**config.mk**
```make
export PLATFORM = sky130hd
export DESIGN_NAME = mult_div_unit_flat
export DESIGN_NICKNAME = d
export VERILOG_FILES = /design/src/rtl/mult_div_unit_if.sv /design/src/rtl/mult_div_unit.sv /design/src/flat_wrapper.sv
export SDC_FILE = /design/constraint.sdc
export NUM_CORES = 1
export LEC_CHECK = 0
export BUFFER_PORTS_ARGS = -buffer_cell sky130_fd_sc_hd__buf_4
export CAP_MARGIN = 20
export CORE_ASPECT_RATIO = 0.7
export CORE_MARGIN = 4
export CORE_UTILIZATION = 55
export DETAILED_ROUTE_END_ITERATION = 6
export HOLD_SLACK_MARGIN = 0.12
export MAX_ROUTING_LAYER = met4
export PLACE_DENSITY = 0.85
export SLEW_MARGIN = 0
export SYNTH_ARGS = -nofsm -noshare
export SYNTH_HDL_FRONTEND = slang
export SYNTH_SLANG_ARGS = --single-unit
```
**constraint.sdc**
```tcl
create_clock -name clock -period 5.24 [get_ports clock]
set_clock_uncertainty 0.05 [all_clocks]
set_input_delay 1.572 -clock clock [delete_from_list [all_inputs] [get_ports clock]]
set_output_delay 1.572 -clock clock [all_outputs]
set_load 0.03 [all_outputs]
```
**src/rtl/mult_div_unit_if.sv**
```systemverilog
// Handshake and result bundle of the iterative multiply/divide unit.
// The abort signal exists only when MDU_ABORT_EN is defined.
interface mult_div_unit_if #(
   parameter int WIDTH = 32
);
   logic             start;
   logic [1:0]       op;
   logic [WIDTH-1:0] RegA_out;
   logic [WIDTH-1:0] RegB_out;
   logic             busy;
   logic             done;
   logic [WIDTH-1:0] Hi;
   logic [WIDTH-1:0] Lo;
   logic             divide_by_zero;
`ifdef MDU_ABORT_EN
   logic             abort;

   modport master (
      output start, op, RegA_out, RegB_out, abort,
      input  busy, done, Hi, Lo, divide_by_zero
   );
   modport slave (
      input  start, op, RegA_out, RegB_out, abort,
      output busy, done, Hi, Lo, divide_by_zero
   );
`else
   modport master (
      output start, op, RegA_out, RegB_out,
      input  busy, done, Hi, Lo, divide_by_zero
   );
   modport slave (
      input  start, op, RegA_out, RegB_out,
      output busy, done, Hi, Lo, divide_by_zero
   );
`endif
endinterface

```
**src/rtl/mult_div_unit.sv**
```systemverilog
// Iterative Booth multiply / restoring divide with Hi/Lo result registers.
// Optional abort of a running operation when MDU_ABORT_EN is defined.
module mult_div_unit #(
   parameter int WIDTH = 32
) (
   input  logic          clock,
   input  logic          Reset,
   mult_div_unit_if.slave bus
);
   localparam int CW = $clog2(WIDTH);

   typedef enum logic [1:0] {IDLE, CALC, FIN} state_e;

   state_e           state_q, state_d;
   logic [1:0]       op_q, op_d;
   logic [WIDTH:0]   m_q, m_d;
   logic [WIDTH:0]   acc_q, acc_d;
   logic [WIDTH-1:0] q_q, q_d;
   logic             qm1_q, qm1_d;
   logic [CW-1:0]    cnt_q, cnt_d;
   logic             fixa_q, fixa_d;
   logic             fixb_q, fixb_d;
   logic             dz_q, dz_d;
   logic             busy_q, busy_d;
   logic             done_q, done_d;
   logic             dbz_q, dbz_d;
   logic [WIDTH-1:0] hi_q, hi_d;
   logic [WIDTH-1:0] lo_q, lo_d;

   logic             abort_w;
   logic             accept;
   logic             in_div, in_sgn, a_neg, b_neg, b_zero;
   logic [WIDTH-1:0] a_mag, b_mag;
   logic [WIDTH:0]   booth_sum, shl, diff;
   logic [WIDTH-1:0] mul_hi, div_hi, div_lo;

`ifdef MDU_ABORT_EN
   assign abort_w = bus.abort;
`else
   assign abort_w = 1'b0;
`endif

   assign accept = bus.start & (state_q != CALC);
   assign in_div = bus.op[1];
   assign in_sgn = ~bus.op[0];
   assign a_neg  = in_sgn & bus.RegA_out[WIDTH-1];
   assign b_neg  = in_sgn & bus.RegB_out[WIDTH-1];
   assign b_zero = (bus.RegB_out == '0);
   assign a_mag  = a_neg ? -bus.RegA_out : bus.RegA_out;
   assign b_mag  = b_neg ? -bus.RegB_out : bus.RegB_out;

   // Booth add/sub of the multiplicand, and the restoring trial subtract
   always_comb begin
      booth_sum = acc_q;
      unique case ({q_q[0], qm1_q})
         2'b01:   booth_sum = acc_q + m_q;
         2'b10:   booth_sum = acc_q - m_q;
         default: booth_sum = acc_q;
      endcase
   end

   assign shl  = {acc_q[WIDTH-1:0], q_q[WIDTH-1]};
   assign diff = shl - m_q;

   // MULTU ran Booth on a signed multiplier; add M<<WIDTH back when its MSB was set
   assign mul_hi = acc_q[WIDTH-1:0] + (fixb_q ? m_q[WIDTH-1:0] : '0);
   assign div_lo = fixa_q ? -q_q : q_q;
   assign div_hi = fixb_q ? -acc_q[WIDTH-1:0] : acc_q[WIDTH-1:0];

   always_comb begin
      state_d = state_q;
      op_d    = op_q;
      m_d     = m_q;
      acc_d   = acc_q;
      q_d     = q_q;
      qm1_d   = qm1_q;
      cnt_d   = cnt_q;
      fixa_d  = fixa_q;
      fixb_d  = fixb_q;
      dz_d    = dz_q;
      dbz_d   = dbz_q;
      hi_d    = hi_q;
      lo_d    = lo_q;
      done_d  = 1'b0;

      if (accept) begin
         op_d    = bus.op;
         cnt_d   = '0;
         qm1_d   = 1'b0;
         acc_d   = '0;
         dbz_d   = 1'b0;
         dz_d    = in_div & b_zero;
         state_d = (in_div & b_zero) ? FIN : CALC;
         if (in_div) begin
            m_d    = {1'b0, b_mag};
            q_d    = a_mag;
            fixa_d = a_neg ^ b_neg;
            fixb_d = a_neg;
         end else begin
            m_d    = {in_sgn & bus.RegA_out[WIDTH-1], bus.RegA_out};
            q_d    = bus.RegB_out;
            fixa_d = 1'b0;
            fixb_d = ~in_sgn & bus.RegB_out[WIDTH-1];
         end
      end

      unique case (state_q)
         IDLE: ;
         CALC: begin
            if (abort_w) begin
               state_d = IDLE;
            end else begin
               cnt_d = cnt_q + 1'b1;
               if (cnt_q == CW'(WIDTH-1)) state_d = FIN;
               if (op_q[1]) begin
                  if (diff[WIDTH]) begin
                     acc_d = shl;
                     q_d   = {q_q[WIDTH-2:0], 1'b0};
                  end else begin
                     acc_d = diff;
                     q_d   = {q_q[WIDTH-2:0], 1'b1};
                  end
               end else begin
                  acc_d = {booth_sum[WIDTH], booth_sum[WIDTH:1]};
                  q_d   = {booth_sum[0], q_q[WIDTH-1:1]};
                  qm1_d = q_q[0];
               end
            end
         end
         FIN: begin
            done_d = 1'b1;
            if (!accept) state_d = IDLE;
            if (dz_q) begin
               dbz_d = 1'b1;
            end else if (op_q[1]) begin
               hi_d = div_hi;
               lo_d = div_lo;
            end else begin
               hi_d = mul_hi;
               lo_d = q_q;
            end
         end
         default: state_d = IDLE;
      endcase

      busy_d = (state_d == CALC) | ((state_d == FIN) & (state_q == CALC));
   end

   always_ff @(posedge clock) begin
      if (!Reset) begin
         state_q <= IDLE;
         op_q    <= '0;
         m_q     <= '0;
         acc_q   <= '0;
         q_q     <= '0;
         qm1_q   <= 1'b0;
         cnt_q   <= '0;
         fixa_q  <= 1'b0;
         fixb_q  <= 1'b0;
         dz_q    <= 1'b0;
         busy_q  <= 1'b0;
         done_q  <= 1'b0;
         dbz_q   <= 1'b0;
         hi_q    <= '0;
         lo_q    <= '0;
      end else begin
         state_q <= state_d;
         op_q    <= op_d;
         m_q     <= m_d;
         acc_q   <= acc_d;
         q_q     <= q_d;
         qm1_q   <= qm1_d;
         cnt_q   <= cnt_d;
         fixa_q  <= fixa_d;
         fixb_q  <= fixb_d;
         dz_q    <= dz_d;
         busy_q  <= busy_d;
         done_q  <= done_d;
         dbz_q   <= dbz_d;
         hi_q    <= hi_d;
         lo_q    <= lo_d;
      end
   end

   assign bus.busy           = busy_q;
   assign bus.done           = done_q;
   assign bus.Hi             = hi_q;
   assign bus.Lo             = lo_q;
   assign bus.divide_by_zero = dbz_q;
endmodule
```
**src/flat_wrapper.sv**
```systemverilog
// flat-port wrapper written by rule: the top's interface ports become plain ports
module mult_div_unit_flat 
#(
   parameter int WIDTH = 32
)
  (clock, Reset, bus_start, bus_op, bus_RegA_out, bus_RegB_out, bus_busy, bus_done, bus_Hi, bus_Lo, bus_divide_by_zero);
  mult_div_unit_if #(.WIDTH(WIDTH)) bus_i ();
  input  logic clock;
  input  logic Reset;
  input wire logic [$bits(bus_i.start)-1:0] bus_start;
  input wire logic [$bits(bus_i.op)-1:0] bus_op;
  input wire logic [$bits(bus_i.RegA_out)-1:0] bus_RegA_out;
  input wire logic [$bits(bus_i.RegB_out)-1:0] bus_RegB_out;
  output wire logic [$bits(bus_i.busy)-1:0] bus_busy;
  output wire logic [$bits(bus_i.done)-1:0] bus_done;
  output wire logic [$bits(bus_i.Hi)-1:0] bus_Hi;
  output wire logic [$bits(bus_i.Lo)-1:0] bus_Lo;
  output wire logic [$bits(bus_i.divide_by_zero)-1:0] bus_divide_by_zero;
  assign bus_i.start = bus_start;
  assign bus_i.op = bus_op;
  assign bus_i.RegA_out = bus_RegA_out;
  assign bus_i.RegB_out = bus_RegB_out;
  assign bus_busy = bus_i.busy;
  assign bus_done = bus_i.done;
  assign bus_Hi = bus_i.Hi;
  assign bus_Lo = bus_i.Lo;
  assign bus_divide_by_zero = bus_i.divide_by_zero;
  mult_div_unit #(.WIDTH(WIDTH)) u_core (.clock(clock), .Reset(Reset), .bus(bus_i));
endmodule
```
==> impl_summary.txt <==
----------------------------------------------------
[Critical path]
  Reg-to-reg critical path endpoint ... u_core.acc_q[29]$_SDFFE_PN0P_
  Worst-case register-to-register setup slack ... 0.34 ns
  Launch point of the worst reg-to-reg path ... u_core.m_q[2]$_SDFFE_PN0P_
  Category of the critical setup timing path ... reg2reg
  Critical path arrival ... 5.24 ns
  Slowest-stage cell, CP ... or4_1
  Worst-path cell chain ... or4_1 -> nor3_2 -> nand2_1 -> nor4_2 -> and2_1 -> buf_4 -> nor2_1 -> xnor2_1 -> ha_1 -> a21o_1 -> a21oi_1 -> nor2b_1 -> a211oi_1 -> a21boi_2 -> o41ai_1 -> or4b_1 -> and3_1 -> o31a_1 -> o21ai_0
  Crit path launch type ... flip-flop
  Number of cells traversed by the worst register-to-register path ... 19
  Endpoint type of the worst setup path ... flip-flop
  Worst path required time ... 5.58 ns
  Max FO, Critical Path ... 5
  Worst path max stage delay ... 0.60 ns

[Pwr]
  Switching power summed over all nets ... 1.90 mW
  Power Dens Cells ... 254 mW/mm²
  Switching part of the total power ... 0.401
  Static leakage power ... 7.41 nW
  IR Drop Worst-Case VDD ... 189 µV
  Part of the total power dissipated in combinational logic ... 0.385
  Register share of total power ... 0.326
  Internal portion of total power ... 2.84 mW
  Part of the total power dissipated in the clock network ... 0.289

[Yosys]
  Post-Syn Instances ... 2,264
  Seq cells post-synth ... 177
  Part of the Yosys area used for sequential elements ... 0.213
  Synth Flop Type ... dfxtp_1
  Synthesized cell area ... 0.0166 mm²
  Number of enable-type register cells in the synthesized netlist ... 0
  Leading area contributor after synthesis ... dfxtp_1
  Leading cell type by number of instances after synthesis ... nor2_1
  Avg Inst Size Synth ... 7.35 µm²
  Number of warnings issued by yosys ... 0
  Area share of the leading cell type in the synthesized netlist ... 0.213
  Number of nets in the synthesized netlist ... 2,439
  Largest cells by area after synthesis ... dfxtp_1 21%, ha_1 7.7%, a21oi_1 6.9%
  Share of flip-flops with an asynchronous set or reset ... 0
  Netlist cell types ... 82
  Leading post-synthesis cells by instance count ... 251 x nor2_1, 231 x a21oi_1, 201 x nand2_1

[Floorplanning]
  Number of placement rows ... 52
  I/O pin total ... 136
  Die Width ... 216 µm
  Core outline area ... 0.0293 mm²
  Initial core utilization ... 0.567
  Die footprint ... 0.0331 mm²
  Die height ... 154 µm

[Global route]
  Global-route wire length before repair ... 91.9 mm
  Number of global-route vias before repair ... 16,212
  Overall Global Routing Usage ... 0.353
  Pin count of the biggest net entering global routing ... 95
  Residual overflow from global routing ... 0
  Antenna violations before repair ... 2

[Hold path]
  Hold WC Path Type ... reg2reg
  Startpoint of the worst hold path ... u_core.bus.Hi[1]$_SDFFE_PN0P_
  Terminating pin of the worst hold path ... u_core.bus.Hi[1]$_SDFFE_PN0P_
  Number of instances on the worst hold path ... 2

[Timing]
  Maximum operating frequency ... 204 MHz
  Count of endpoints failing hold in the final timing report ... 0
  Setup repair after global routing missed its margin ... false
  Period utilization ... 0.936
  WHS ... 0.412 ns
  Count of endpoints failing setup in the final report ... 0
  Measured slew at the worst slew-check pin ... 1.07 ns
  Post-route setup TNS ... 0 ns
  Final Max Tran Viols ... 0
  Max_slew headroom ... 0.286
  Minimum clock period ... 4.90 ns

[Clock network]
  Reg clk slew, reported paths ... 0.07 ns
  Post-CTS Setup Repair Bufs ... 0
  Resized cells post-CTS ... 0
  Clock tree from TritonCTS ... yes
  Number of hold-repair buffers added at the cts stage ... 0
  Level count of the clock H-tree ... 4
  Later-pin clock latency in the skew report ... 0.46 ns
  TritonCTS Sinks ... 177
  Clk buf depth ... 2
  Number of CTS-inserted buffers ... 17
  Library cell used as clock root buffer ... clkbuf_16

[Drt]
  Post-detailed-route DRC marker count ... 3
  Drt wl/cell ... 21.9 µm
  Vias post-DR ... 18,131
  Routed Antenna Nets ... 0
  Wirelength, routed ... 59.9 mm
  Number of design-rule violations left by the first detailed-router iteration ... 2,669
  Pre-Repair DR Iteration Count ... 7
  Detailed-route vias per instance ... 6.62

[Final layout]
  Ratio of cells with drive above 1 in the final layout ... 0.112
  NumNets Final ... 2,495
  Fill cells ... 2,504
  Storage cell area ... 0.00355 mm²
  Post-Layout Cell Count ... 2,739
  Design Area, Final ... 0.0186 mm²
  Final core area utilization ... 0.635
  Combined area of the multi-input logic cells ... 0.0123 mm²
  Synthesis-to-layout area growth ... 12.0%

[Place]
  Post-detailed-placement half-perimeter wirelength ... 45.8 mm
  DP Area ... 0.0180 mm²
  Placed cell count ... 2,706
  Count of buffers from port buffering ... 135
  Final weighted congestion of routability-driven global placement ... 1.13

[Job]
  Max-cap violation count ... 0

[Run status]
  Failing checks ... design-rule violations
  Outcome ... finished with violations

----------------------------------------------------
[routing by layer]
metal	wire [µm]	global-route usage	vias up
met5	0	-	-
met4	1520	0.0910	0
met3	8360	0.114	134
met2	24200	0.488	1163
met1	25800	0.495	8440
li1	-	-	8394
[flip-flops by register name (all words and copies together) (netlist names), 2 cells and up]
register        flops
u_core.bus.Lo      32
u_core.acc_q       33
u_core.q_q         32
u_core.state_q      2
u_core.cnt_q        5
u_core.bus.Hi      32
u_core.m_q         33
[placed cells by master, fill, tap and decap left out, types with 15 or more instances in the layout]
cell	instances
nor2_1	251
a21oi_1	231
nand2_1	200
buf_4	184
dfxtp_1	176
o21ai_0	139
xnor2_1	122
a211oi_1	115
ha_1	103
xor2_1	89
inv_1	73
a21o_1	49
mux2i_1	39
nor3_1	38
o211ai_1	38
and2_1	36
a31oi_1	36
nand3_1	29
o31ai_1	24
o41ai_1	21
and3_1	20
a311oi_1	20
or3_1	19
nor2b_1	17
clkbuf_16	17
nand2b_1	16
o21a_1	15
[worst max-delay path, delay by kind of cell, from the launching register on]
family	cells	cell delay (ns)
buf+inv	1	0.14
fa+ha+maj	1	0.32
flops	1	0.36
simple gates	9	2.37
compound gates	7	1.42
xor+xnor	1	0.14
[power by group through the flow]
| stage | clock network (mW) | registers (mW) | logic [mW] |
|---|---|---|---|
| floorplan | 0 | 1.50 | 1.29 |
| global placement | 0 | 1.56 | 1.72 |
| detailed placement | 0 | 1.56 | 1.75 |
| CTS | 1.36 | 1.53 | 1.76 |
| global route | 1.42 | 1.55 | 1.96 |
| finish | 1.37 | 1.54 | 1.82 |
[kinds of logic after synthesis]
kind of cell / Yosys count / synth area share
AOI/OAI and AO/OA: 790 / 0.310
xor gates and xnor gates: 213 / 0.113
adders and majority gates: 106 / 0.0811
buffers and inverters: 222 / 0.0511
DFF: 177 / 0.213
muxes: 49 / 0.0302
and+or+nand+nor: 707 / 0.201
[final cells by class]
type / count / share of cell area
Antenna cell: 1 / 0.000134
Clock buffer: 18 / 0.0230
Clock inverter: 14 / 0.0102
Inverter: 75 / 0.0152
Multi-Input combinational cell: 1865 / 0.660
Sequential cell: 177 / 0.190
Tap cell: 405 / 0.0272
Timing Repair Buffer: 184 / 0.0742
[how the worst max path moves through the flow]
stage,from,endpoint,cells after the start
after CTS,u_core.m_q[2]$_SDFFE_PN0P_,u_core.acc_q[29]$_SDFFE_PN0P_,19
after global placement,u_core.m_q[2]$_SDFFE_PN0P_,u_core.acc_q[29]$_SDFFE_PN0P_,19
final,u_core.m_q[2]$_SDFFE_PN0P_,u_core.acc_q[29]$_SDFFE_PN0P_,19
after global routing,u_core.m_q[2]$_SDFFE_PN0P_,u_core.acc_q[32]$_SDFFE_PN0P_,19
after detailed placement,u_core.m_q[2]$_SDFFE_PN0P_,u_core.acc_q[29]$_SDFFE_PN0P_,19
after floorplan,u_core.m_q[2]$_SDFFE_PN0P_,u_core.acc_q[32]$_SDFFE_PN0P_,20
[stage by stage]
step | setup slack (ns) | total power, mW
floorplan | 0.634 | 2.79
global placement | 0.416 | 3.28
detailed placement | 0.293 | 3.31
CTS | 0.271 | 4.66
global route | 0.0557 | 4.93
finish | 0.338 | 4.74
Power figures use the tool's default switching activity.
